===== src/rtl/ita_output_writer_pkg.sv =====
// Shared types for the ITA output writer: job configuration, FSM states and buffer entries.
// The optional checksum is enabled by defining ITA_OUTPUT_WRITER_CHECKSUM_EN.
package ita_output_writer_pkg;

   localparam int unsigned N         = 16;
   localparam int unsigned WI        = 8;
   localparam int unsigned AddrWidth = 32;
   localparam int unsigned CntWidth  = 16;
   localparam int unsigned BeatWidth = N * WI;
   localparam int unsigned BeatBytes = BeatWidth / 8;

   typedef logic [AddrWidth-1:0] addr_t;
   typedef logic [CntWidth-1:0]  cnt_t;
   typedef logic [BeatWidth-1:0] beat_t;

   typedef struct packed {
      addr_t base_addr;
      addr_t row_stride;
      cnt_t  num_rows;
      cnt_t  num_col_beats;
   } writer_cfg_t;

   typedef enum logic [1:0] {Idle, Run, Drain, Done} writer_state_e;

   typedef struct packed {
      addr_t addr;
      beat_t data;
   } wr_entry_t;

endpackage


===== src/rtl/ita_output_writer_if.sv =====
// Stream-in / memory-out bundle of the ITA output writer.
// master = the writer, slave = ITA stream source plus memory interconnect.
interface ita_output_writer_if;
   import ita_output_writer_pkg::*;

   logic  oup_valid;
   logic  oup_ready;
   beat_t oup;
   logic  mem_req;
   logic  mem_gnt;
   addr_t mem_addr;
   beat_t mem_wdata;

   modport master (
      input  oup_valid, oup, mem_gnt,
      output oup_ready, mem_req, mem_addr, mem_wdata
   );

   modport slave (
      output oup_valid, oup, mem_gnt,
      input  oup_ready, mem_req, mem_addr, mem_wdata
   );

endinterface


===== src/rtl/ita_output_writer_fifo.sv =====
// Two-entry registered FIFO of {addr, data}; head is never combinationally fed from the input.
module ita_output_writer_fifo
   import ita_output_writer_pkg::*;
(
   input  logic      clk_i,
   input  logic      rst_ni,
   input  logic      push_i,
   input  wr_entry_t data_i,
   input  logic      pop_i,
   output wr_entry_t data_o,
   output logic      empty_o,
   output logic      full_o,
   output logic [1:0] cnt_o
);

   wr_entry_t  mem_q [2];
   wr_entry_t  mem_d [2];
   logic       wr_ptr_q, wr_ptr_d, rd_ptr_q, rd_ptr_d;
   logic [1:0] cnt_q, cnt_d;
   logic       do_push, do_pop;

   assign empty_o = (cnt_q == 2'd0);
   assign full_o  = (cnt_q == 2'd2);
   assign cnt_o   = cnt_q;
   assign data_o  = mem_q[rd_ptr_q];
   // A push into a full FIFO is fine when the head leaves in the same cycle.
   assign do_push = push_i && (!full_o || pop_i);
   assign do_pop  = pop_i && !empty_o;

   always_comb begin
      mem_d    = mem_q;
      wr_ptr_d = wr_ptr_q;
      rd_ptr_d = rd_ptr_q;
      if (do_push) begin
         mem_d[wr_ptr_q] = data_i;
         wr_ptr_d        = ~wr_ptr_q;
      end
      if (do_pop) begin
         rd_ptr_d = ~rd_ptr_q;
      end
      cnt_d = cnt_q + {1'b0, do_push} - {1'b0, do_pop};
   end

   always_ff @(posedge clk_i or negedge rst_ni) begin
      if (!rst_ni) begin
         mem_q    <= '{default: '0};
         wr_ptr_q <= 1'b0;
         rd_ptr_q <= 1'b0;
         cnt_q    <= 2'd0;
      end else begin
         mem_q    <= mem_d;
         wr_ptr_q <= wr_ptr_d;
         rd_ptr_q <= rd_ptr_d;
         cnt_q    <= cnt_d;
      end
   end

endmodule


===== src/rtl/ita_output_writer.sv =====
// Writes ITA output beats to a 2-D matrix in memory (rows inner, column beats outer).
// Define ITA_OUTPUT_WRITER_CHECKSUM_EN to get a running XOR of written beats on checksum_o.
module ita_output_writer
   import ita_output_writer_pkg::*;
(
   input  logic                clk_i,
   input  logic                rst_ni,
   input  logic                start_i,
   input  writer_cfg_t         cfg_i,
   ita_output_writer_if.master wr_bus,
   output logic                busy_o,
   output logic                done_o,
   output beat_t               checksum_o
);

   writer_state_e state_q, state_d;
   addr_t         stride_q, stride_d, addr_q, addr_d, col_base_q, col_base_d;
   cnt_t          rows_q, rows_d, cols_q, cols_d, row_q, row_d, col_q, col_d;
   logic          done_q, done_d;
   logic          fifo_full, fifo_empty;
   logic [1:0]    fifo_cnt;
   wr_entry_t     fifo_head, fifo_in;
   logic          oup_ready, accept, pop, start_ok, zero_job, row_last, last_beat;

   assign start_ok  = start_i && (state_q == Idle);
   assign zero_job  = (cfg_i.num_rows == '0) || (cfg_i.num_col_beats == '0);
   assign accept    = wr_bus.oup_valid && oup_ready;
   assign pop       = !fifo_empty && wr_bus.mem_gnt;
   assign row_last  = (row_q == (rows_q - cnt_t'(1)));
   assign last_beat = row_last && (col_q == (cols_q - cnt_t'(1)));
   assign fifo_in   = {addr_q, wr_bus.oup};

   ita_output_writer_fifo u_fifo (
      .clk_i   (clk_i),
      .rst_ni  (rst_ni),
      .push_i  (accept),
      .data_i  (fifo_in),
      .pop_i   (pop),
      .data_o  (fifo_head),
      .empty_o (fifo_empty),
      .full_o  (fifo_full),
      .cnt_o   (fifo_cnt)
   );

   always_ff @(posedge clk_i or negedge rst_ni) begin
      if (!rst_ni) begin
         state_q <= Idle;
      end else begin
         state_q <= state_d;
      end
   end

   always_comb begin
      state_d = state_q;
      unique case (state_q)
         Idle:    if (start_i) state_d = zero_job ? Done : Run;
         Run:     if (accept && last_beat) state_d = Drain;
         // Leave as soon as the final grant empties the buffer.
         Drain:   if (fifo_empty || (pop && (fifo_cnt == 2'd1))) state_d = Done;
         Done:    state_d = Idle;
         default: state_d = Idle;
      endcase
   end

   always_comb begin
      oup_ready        = (state_q == Run) && !fifo_full;
      busy_o           = (state_q != Idle);
      done_d           = (state_q == Done);
      wr_bus.oup_ready = oup_ready;
      wr_bus.mem_req   = !fifo_empty;
      wr_bus.mem_addr  = fifo_head.addr;
      wr_bus.mem_wdata = fifo_head.data;
   end

   assign done_o = done_q;

   // Addresses advance incrementally: +stride per row, +beat size per column from col_base.
   always_comb begin
      stride_d   = stride_q;
      rows_d     = rows_q;
      cols_d     = cols_q;
      row_d      = row_q;
      col_d      = col_q;
      addr_d     = addr_q;
      col_base_d = col_base_q;
      if (start_ok) begin
         stride_d   = cfg_i.row_stride;
         rows_d     = cfg_i.num_rows;
         cols_d     = cfg_i.num_col_beats;
         row_d      = '0;
         col_d      = '0;
         addr_d     = cfg_i.base_addr;
         col_base_d = cfg_i.base_addr;
      end else if (accept) begin
         if (row_last) begin
            row_d      = '0;
            col_d      = col_q + cnt_t'(1);
            col_base_d = col_base_q + addr_t'(BeatBytes);
            addr_d     = col_base_q + addr_t'(BeatBytes);
         end else begin
            row_d  = row_q + cnt_t'(1);
            addr_d = addr_q + stride_q;
         end
      end
   end

   always_ff @(posedge clk_i or negedge rst_ni) begin
      if (!rst_ni) begin
         stride_q   <= '0;
         rows_q     <= '0;
         cols_q     <= '0;
         row_q      <= '0;
         col_q      <= '0;
         addr_q     <= '0;
         col_base_q <= '0;
         done_q     <= 1'b0;
      end else begin
         stride_q   <= stride_d;
         rows_q     <= rows_d;
         cols_q     <= cols_d;
         row_q      <= row_d;
         col_q      <= col_d;
         addr_q     <= addr_d;
         col_base_q <= col_base_d;
         done_q     <= done_d;
      end
   end

`ifdef ITA_OUTPUT_WRITER_CHECKSUM_EN
   beat_t checksum_q, checksum_d;

   always_comb begin
      checksum_d = checksum_q;
      if (start_ok) begin
         checksum_d = '0;
      end else if (pop) begin
         checksum_d = checksum_q ^ fifo_head.data;
      end
   end

   always_ff @(posedge clk_i or negedge rst_ni) begin
      if (!rst_ni) begin
         checksum_q <= '0;
      end else begin
         checksum_q <= checksum_d;
      end
   end

   assign checksum_o = checksum_q;
`else
   assign checksum_o = '0;
`endif

endmodule


===== src/flat_wrapper.sv =====
// flat-port wrapper written by rule: the top's interface ports become plain ports
module ita_output_writer_flat import ita_output_writer_pkg::*;
  (clk_i, rst_ni, start_i, cfg_i, busy_o, done_o, checksum_o, wr_bus_oup_valid, wr_bus_oup, wr_bus_mem_gnt, wr_bus_oup_ready, wr_bus_mem_req, wr_bus_mem_addr, wr_bus_mem_wdata);
  ita_output_writer_if wr_bus_i ();
  input  logic clk_i;
  input  logic rst_ni;
  input  logic start_i;
  input  writer_cfg_t cfg_i;
  output logic busy_o;
  output logic done_o;
  output beat_t checksum_o;
  input wire logic [$bits(wr_bus_i.oup_valid)-1:0] wr_bus_oup_valid;
  input wire logic [$bits(wr_bus_i.oup)-1:0] wr_bus_oup;
  input wire logic [$bits(wr_bus_i.mem_gnt)-1:0] wr_bus_mem_gnt;
  output wire logic [$bits(wr_bus_i.oup_ready)-1:0] wr_bus_oup_ready;
  output wire logic [$bits(wr_bus_i.mem_req)-1:0] wr_bus_mem_req;
  output wire logic [$bits(wr_bus_i.mem_addr)-1:0] wr_bus_mem_addr;
  output wire logic [$bits(wr_bus_i.mem_wdata)-1:0] wr_bus_mem_wdata;
  assign wr_bus_i.oup_valid = wr_bus_oup_valid;
  assign wr_bus_i.oup = wr_bus_oup;
  assign wr_bus_i.mem_gnt = wr_bus_mem_gnt;
  assign wr_bus_oup_ready = wr_bus_i.oup_ready;
  assign wr_bus_mem_req = wr_bus_i.mem_req;
  assign wr_bus_mem_addr = wr_bus_i.mem_addr;
  assign wr_bus_mem_wdata = wr_bus_i.mem_wdata;
  ita_output_writer u_core (.clk_i(clk_i), .rst_ni(rst_ni), .start_i(start_i), .cfg_i(cfg_i), .wr_bus(wr_bus_i), .busy_o(busy_o), .done_o(done_o), .checksum_o(checksum_o));
endmodule

===== config.mk =====
export PLATFORM = sky130hd
export DESIGN_NAME = ita_output_writer_flat
export DESIGN_NICKNAME = d
export VERILOG_FILES = /design/src/rtl/ita_output_writer_pkg.sv /design/src/rtl/ita_output_writer_if.sv /design/src/rtl/ita_output_writer_fifo.sv /design/src/rtl/ita_output_writer.sv /design/src/flat_wrapper.sv
export SDC_FILE = /design/constraint.sdc
export NUM_CORES = 1
export LEC_CHECK = 0
export ABC_AREA = 1
export BUFFER_PORTS_ARGS = -buffer_cell sky130_fd_sc_hd__buf_2
export CAP_MARGIN = 40
export CORE_MARGIN = 4
export CORE_UTILIZATION = 28
export CTS_BUF_LIST = sky130_fd_sc_hd__clkbuf_4 sky130_fd_sc_hd__clkbuf_8
export CTS_CLUSTER_DIAMETER = 150
export DETAILED_ROUTE_END_ITERATION = 10
export GPL_ROUTABILITY_DRIVEN = 0
export SYNTH_ARGS = -nofsm -noshare
export SYNTH_HDL_FRONTEND = slang
export SYNTH_HIERARCHICAL = 1
export SYNTH_SLANG_ARGS = --single-unit

===== constraint.sdc =====
create_clock -name clk_i -period 3 [get_ports clk_i]
set_input_delay 0.45 -clock clk_i [delete_from_list [all_inputs] [get_ports clk_i]]
set_output_delay 0.45 -clock clk_i [all_outputs]
set_load 0.005 [all_outputs]

==> impl_metrics.toml, run 1 <==
[place]
dp.cells = 5267
numPortBuffers = 392
dpl_cell_area_um2 = 30400
preCtsSetupSlack_ns = 0.172
dp_hpwl_mm = 63.5

[worst_hold_path]
worstHoldStart = "cfg_i[44]"
min_path_type = "in -> reg"

[final_layout]
area_growth_pct = 24.6
final_area_um2 = 34500
final_cells = 5636
nFillCells = 10400
nets = 4548
final_core_util = 0.351
drive_gt1_frac = 0.150

[drt]
vias_per_cell = 4.74
totalWireLength_mm = 94.4
drt_pass1_iterations = 7
drcViolationCount = 0
dr.first_iter.drc_count = 2001
wire_per_inst_um = 16.8
route.antenna.remaining_nets = 0
vias = 26700

[power_and_ir_drop]
power.density_nw_per_um2 = 1070
fin_total_pwr_mw = 36.9
power_leakage_nw = 18.3
irDropWorstVdd_mv = 0.753

[critical_path]
r2r-start = "u_core/rows_q[0]"
critPathMaxStageDelay_ns = 0.66
crit_fanout = 102
r2r_cells = 14
cp-endpoint = "wr_bus_mem_addr[7]"
cp-start-kind = "flop"
cp.depth = 4
slowest_stage = "dfrtp_4"
cpMostUsedCell = "nand2_1"
crit_type = "reg -> out"
end_kind = "output port"
reg2reg_to = "u_core/col_base_q[29]"
r2r_setup_slack_ns = 0.29
crit_start = "u_core/u_fifo/rd_ptr_q"
crit_chain = "buf_12 > nand2_1 > nand2_1 > buf_2"
arrival_ns = 2.36
cp.required_ns = 2.55
critPathBufInv = 2
critPathTopFamily = "buffers and inverters"

[logic_synthesis]
synth_seq_area_share = 0.440
synth_top_cell_by_area = "dfrtp_1"
syn_area_um2 = 27700
async_flop_share = 1.00
synthFlopType = "dfrtp_1"
synthTopCellsByArea = "dfrtp_1, nand2_1, nand4_1"
syn_inst = 3763
synth.top_cell.area_share = 0.440
ys_warn_count = 6
yosysMostFrequentCell = "nand2_1"
ys_types = 47
avgSynthCellArea_um2 = 7.36
synth_edf_count = 0
synthTopCellsByCount = "nand2_1, dfrtp_1, nand4_1, nor2_1, inv_1"
ys_seq_elements = 487

[sta]
fin_crit_ns = 2.81
worst_pin_slew_ns = 1.02
worst_hold_slack_ns = 0.0797
hold_viol = 0
worst_slack_ns = 0.189
setup_tns_ns = 0
max_freq_ghz = 0.356
skew_ns = 0.0345
drv_slew = 0
max_slew_margin = 0.323
finalCritPeriodShare = 0.937
setup_viol_count_final = 0

[cts]
cts_tree = "yes"
path_clk_slew_ns = 0.06
htreeDepth = 3
cts_buffer_depth = 3
cts_root_buf = "clkbuf_8"
cts.sinks = 487
cts_buffers = 93
insertion_delay_ns = 0.72

[floorplanning]
io_pins = 521
core_area_um2 = 98300
initial_core_util = 0.282
die_w_um = 323
die-area_um2 = 104000
fp.dieH_um = 323
num_rows = 115

[global_route]
grt_pass1_vias = 25300
grt_max_degree = 213
antenna_found_initial = 9
grt_pass1_wl_mm = 146
grtUsageTotal = 0.176
grt_overflow = 0

[run_status]
status = "complete, no violations"

[flow_run]
cap_violations = 0
[report_power, final]
part | internal (mW) | leakage (nW) | total (mW) | switching [mW]
registers | 9.44 | 6.10 | 11.6 | 2.21
clock network | 4.16 | 1.07 | 7.17 | 3.01
logic | 6.20 | 11.1 | 18.1 | 11.9
total | 19.8 | 18.3 | 36.9 | 17.1
[timing repair]
action / in CTS / in global routing
setup buffers: 0 / 0
hold buffers: 200 / 0
hold endpoints to repair: 375 / 0
gates resized for setup: 2 / 5
endpoints found under the setup margin: 5 / 9
[state kept, by name, indices dropped and copies added, names as in the netlist]
register,cells
u_core/col_base_q,32
u_core/stride_q,32
u_core/col_q,16
u_core/u_fifo/rd_ptr_q,1
u_core/row_q,16
u_core/addr_q,32
u_core/u_fifo/cnt_o,2
u_core/rows_q,16
u_core/u_fifo/wr_ptr_q,1
u_core/u_fifo/mem_q,320
u_core/cols_q,16
u_core/done_o,1
u_core/state_q,2
[area by class of cell]
type | instances | area [um2] | area share
clock inverter | 15 | 221 | 0.00642
timing repair buffer | 637 | 4570 | 0.132
antenna | 9 | 22.5 | 0.000652
clock buffer | 145 | 1800 | 0.0522
multi-input combinational | 2891 | 13500 | 0.390
sequential | 487 | 12200 | 0.353
tap | 1287 | 1610 | 0.0467
inverter | 165 | 642 | 0.0186
[how the worst min path moves through the flow]
stage	to	slack, ns	cells past startpoint
final	u_core/stride_q[12]	0.08	3
after global placement	u_core/u_fifo/mem_q[74]	0.45	1
after global routing	u_core/stride_q[12]	0.02	3
after CTS	u_core/stride_q[12]	0.006	3
after detailed placement	u_core/u_fifo/mem_q[74]	0.45	1
after floorplan	u_core/addr_q[0]	0.15	0
[metal layers]
metal	wire length, um	global-route usage	vias to the layer above
li1	-	-	13000
met1	41900	0.240	12700
met2	43600	0.284	820
met3	6620	0.0377	155
met4	2310	0.0474	2
met5	13	0	-
[tightest hold or removal path, stage by stage]
cell and delay, ns:
buf_2 0.15, nand2_1 0.08, nand2_1 0.05
[layout by cell type (no fill, tap or decap), types with 43 or more instances in the layout]
cell / netlist / final
a21oi_1: 84 / 84
buf_2: 77 / 391
clkbuf_8: 0 / 114
conb_1: 1 / 128
dfrtp_1: 487 / 485
dlygate4sd3_1: 0 / 200
ha_1: 43 / 43
inv_1: 162 / 160
nand2_1: 1662 / 1660
nand3_1: 108 / 108
nand4_1: 352 / 352
nor2_1: 197 / 195
o21ai_0: 76 / 76
xor2_1: 59 / 59
[cell families (layout without fill, tap and decap cells)]
| logic type | Yosys count | after routing | synth area share |
|---|---|---|---|
| compound gates | 220 | 220 | 0.0439 |
| flops | 487 | 487 | 0.440 |
| fa+ha+maj | 44 | 44 | 0.0201 |
| buf+inv | 512 | 962 | 0.0932 |
| mux | 1 | 1 | 0.000361 |
| simple gates | 2407 | 2407 | 0.373 |
| xor+xnor | 91 | 91 | 0.0293 |
| other cells | 1 | 137 | 0.000135 |
(Power assumes the default switching activity.)
==> run 2: changes to the inputs <==
CORE_UTILIZATION = 43   (was 28)
==> run 2 against run 1 <==
  * Via count decreased by 1.1%
  * Clock skew decreased by 0.0094 ns
  * Clock-buffer cell count decreased by 6
  * Non-clock buffer count decreased by 10
  * Fmax increased by 2.2%
  * Die area decreased by 34%
  * Total power decreased by 1.0%
  * Clock power decreased by 3.6%
  * Worst hold slack got worse by 0.017 ns
  * Register-to-register slack improved by 0.03 ns
  * Sequential cell count unchanged
==> impl_metrics.toml, run 2 (synthesis gave the netlist of run 1 again) <==
[global_route]
grt_pass1_vias = 25000
grt_pass1_wl_mm = 140
grt_overflow = 0
antenna_found_initial = 9
grt_max_degree = 169
grtUsageTotal = 0.254

[critical_path]
critPathTopFamily = "flip-flops"
crit_chain = "inv_4 > buf_16 > nand2_1 > nand2_1 > buf_2"
slowest_stage = "dfrtp_4"
cp-start-kind = "flop"
cp.required_ns = 2.55
critPathBufInv = 3
crit_type = "reg -> out"
r2r-start = "u_core/rows_q[0]"
r2r_setup_slack_ns = 0.32
end_kind = "output port"
reg2reg_to = "u_core/col_q[13]"
crit_fanout = 92
critPathMaxStageDelay_ns = 0.66
cpMostUsedCell = "nand2_1"
arrival_ns = 2.30
r2r_cells = 15

[floorplanning]
die-area_um2 = 68500
fp.dieH_um = 262
initial_core_util = 0.437
die_w_um = 262
io_pins = 521
num_rows = 92
core_area_um2 = 63400

[sta]
drv_slew = 0
rsz0062_at_grt = "false"
max_slew_margin = 0.222
worst_slack_ns = 0.249
setup_tns_ns = 0
max_freq_ghz = 0.363
hold_viol = 0
worst_pin_slew_ns = 1.17
setup_viol_count_final = 0
skew_ns = 0.0252
fin_crit_ns = 2.75
finalCritPeriodShare = 0.917

[drt]
dr.first_iter.drc_count = 2210
vias = 26400
totalWireLength_mm = 90.1
route.antenna.remaining_nets = 0
vias_per_cell = 5.10
drcViolationCount = 0
drt_pass1_iterations = 6
wire_per_inst_um = 17.4

[worst_hold_path]
min_to = "u_core/col_base_q[1]"
hold_depth = 3
worstHoldStart = "cfg_i[65]"
min_path_type = "in -> reg"

[final_layout]
area_growth_pct = 21.9
final_cells = 5181
drive_gt1_frac = 0.150
nets = 4534
final_core_util = 0.532
multi_input_comb_area_um2 = 13400
top_register = "u_core/u_fifo/mem_q"
layout_common_cells = "nand2_1, dfrtp_1, buf_2"
regArea_um2 = 12200
mostFrequentLayoutCell = "nand2_1"
nFillCells = 6327
largest_register_ffs = 320

[power_and_ir_drop]
power_leakage_nw = 18.2
fin_total_pwr_mw = 36.5
irDropWorstVdd_mv = 0.742
power.density_nw_per_um2 = 1080

[cts]
path_clk_slew_ns = 0.06
cts_buffers = 89
htreeDepth = 3
cts_tree = "yes"
cts_root_buf = "clkbuf_8"
cts.sinks = 487
insertion_delay_ns = 0.68
cts_buffer_depth = 3

[flow_run]
cap_violations = 0

[place]
dp_hpwl_mm = 58.3
dp.cells = 4831
numPortBuffers = 392
preCtsSetupSlack_ns = 0.360

[run_status]
status = "complete, no violations"
-- run 2: cell count changes in the layout (fill, tap and decap cells not counted), sizes merged --
cell / before / now
clkbuf: 145 / 139
dlygate4sd3: 200 / 184
clkinv: 6 / 12
clkinvlp: 1 / 0
buf: 437 / 443
diode: 9 / 8
bufinv: 4 / 2
-- run 2: per-stage QoR --
stage | hold slack (ns) | area [um2]
3_3_place_gp | 0.453 | 29900
6_report | 0.0625 | 33800
5_1_grt | 0.0248 | 33800
4_1_cts | 0.000458 | 33700
2_1_floorplan | 0.154 | 28200
3_5_place_dp | 0.458 | 29900
-- run 2: per-layer routing --
layer	wire length, um	GRT usage	vias up
li1	-	-	13000
met1	40000	0.356	12500
met2	41400	0.397	755
met3	5480	0.0483	188
met4	3170	0.0878	0
met5	0	0	-
-- run 2: how the worst max path moves through the flow --
stage / end / start / cells past startpoint
global placement: u_core/col_q[9] / u_core/rows_q[0] / 15
finish: wr_bus_mem_addr[0] / u_core/u_fifo/rd_ptr_q / 5
CTS: wr_bus_mem_wdata[109] / u_core/u_fifo/rd_ptr_q / 5
floorplan: u_core/u_fifo/cnt_o[1] / u_core/state_q[1] / 15
global route: u_core/col_q[8] / u_core/rows_q[0] / 16
detailed placement: u_core/col_q[13] / u_core/rows_q[0] / 15
-- run 2: what timing repair did --
action,4_1_cts,5_1_grt
hold buffers,184,0
gates resized for setup,0,1
setup endpoints to repair,0,15
hold endpoints to repair,363,0
buffers inserted,0,1
-- run 2: final cells by class --
cell class | instances | area share
multi-input cells | 2891 | 0.398
flip-flops and latches | 487 | 0.361
repair buffers | 627 | 0.132
clock buffers | 139 | 0.0524
well taps | 846 | 0.0314
inverters | 165 | 0.0189
clock inverters | 18 | 0.00534
diodes | 8 | 0.000593
-- run 2: worst register-to-register path, cell delays in order (launching register included) --
cell     delay (ns)
dfrtp_1        0.40
inv_1          0.14
ha_1           0.28
nand2_2        0.13
nor2_4         0.17
xor2_1         0.20
nand2_1        0.09
inv_1          0.05
nand2_1        0.04
nor2_1         0.12
nand2_2        0.17
nand2_4        0.11
nand2_4        0.22
buf_4          0.30
nand2_1        0.07
o21ai_1        0.06
-- run 2: report_power, final --
group          internal [mW]  switching (mW)
sequential              9.43            2.22
clock                   3.93            2.98
combinational           6.22            11.7
total                   19.6            16.9
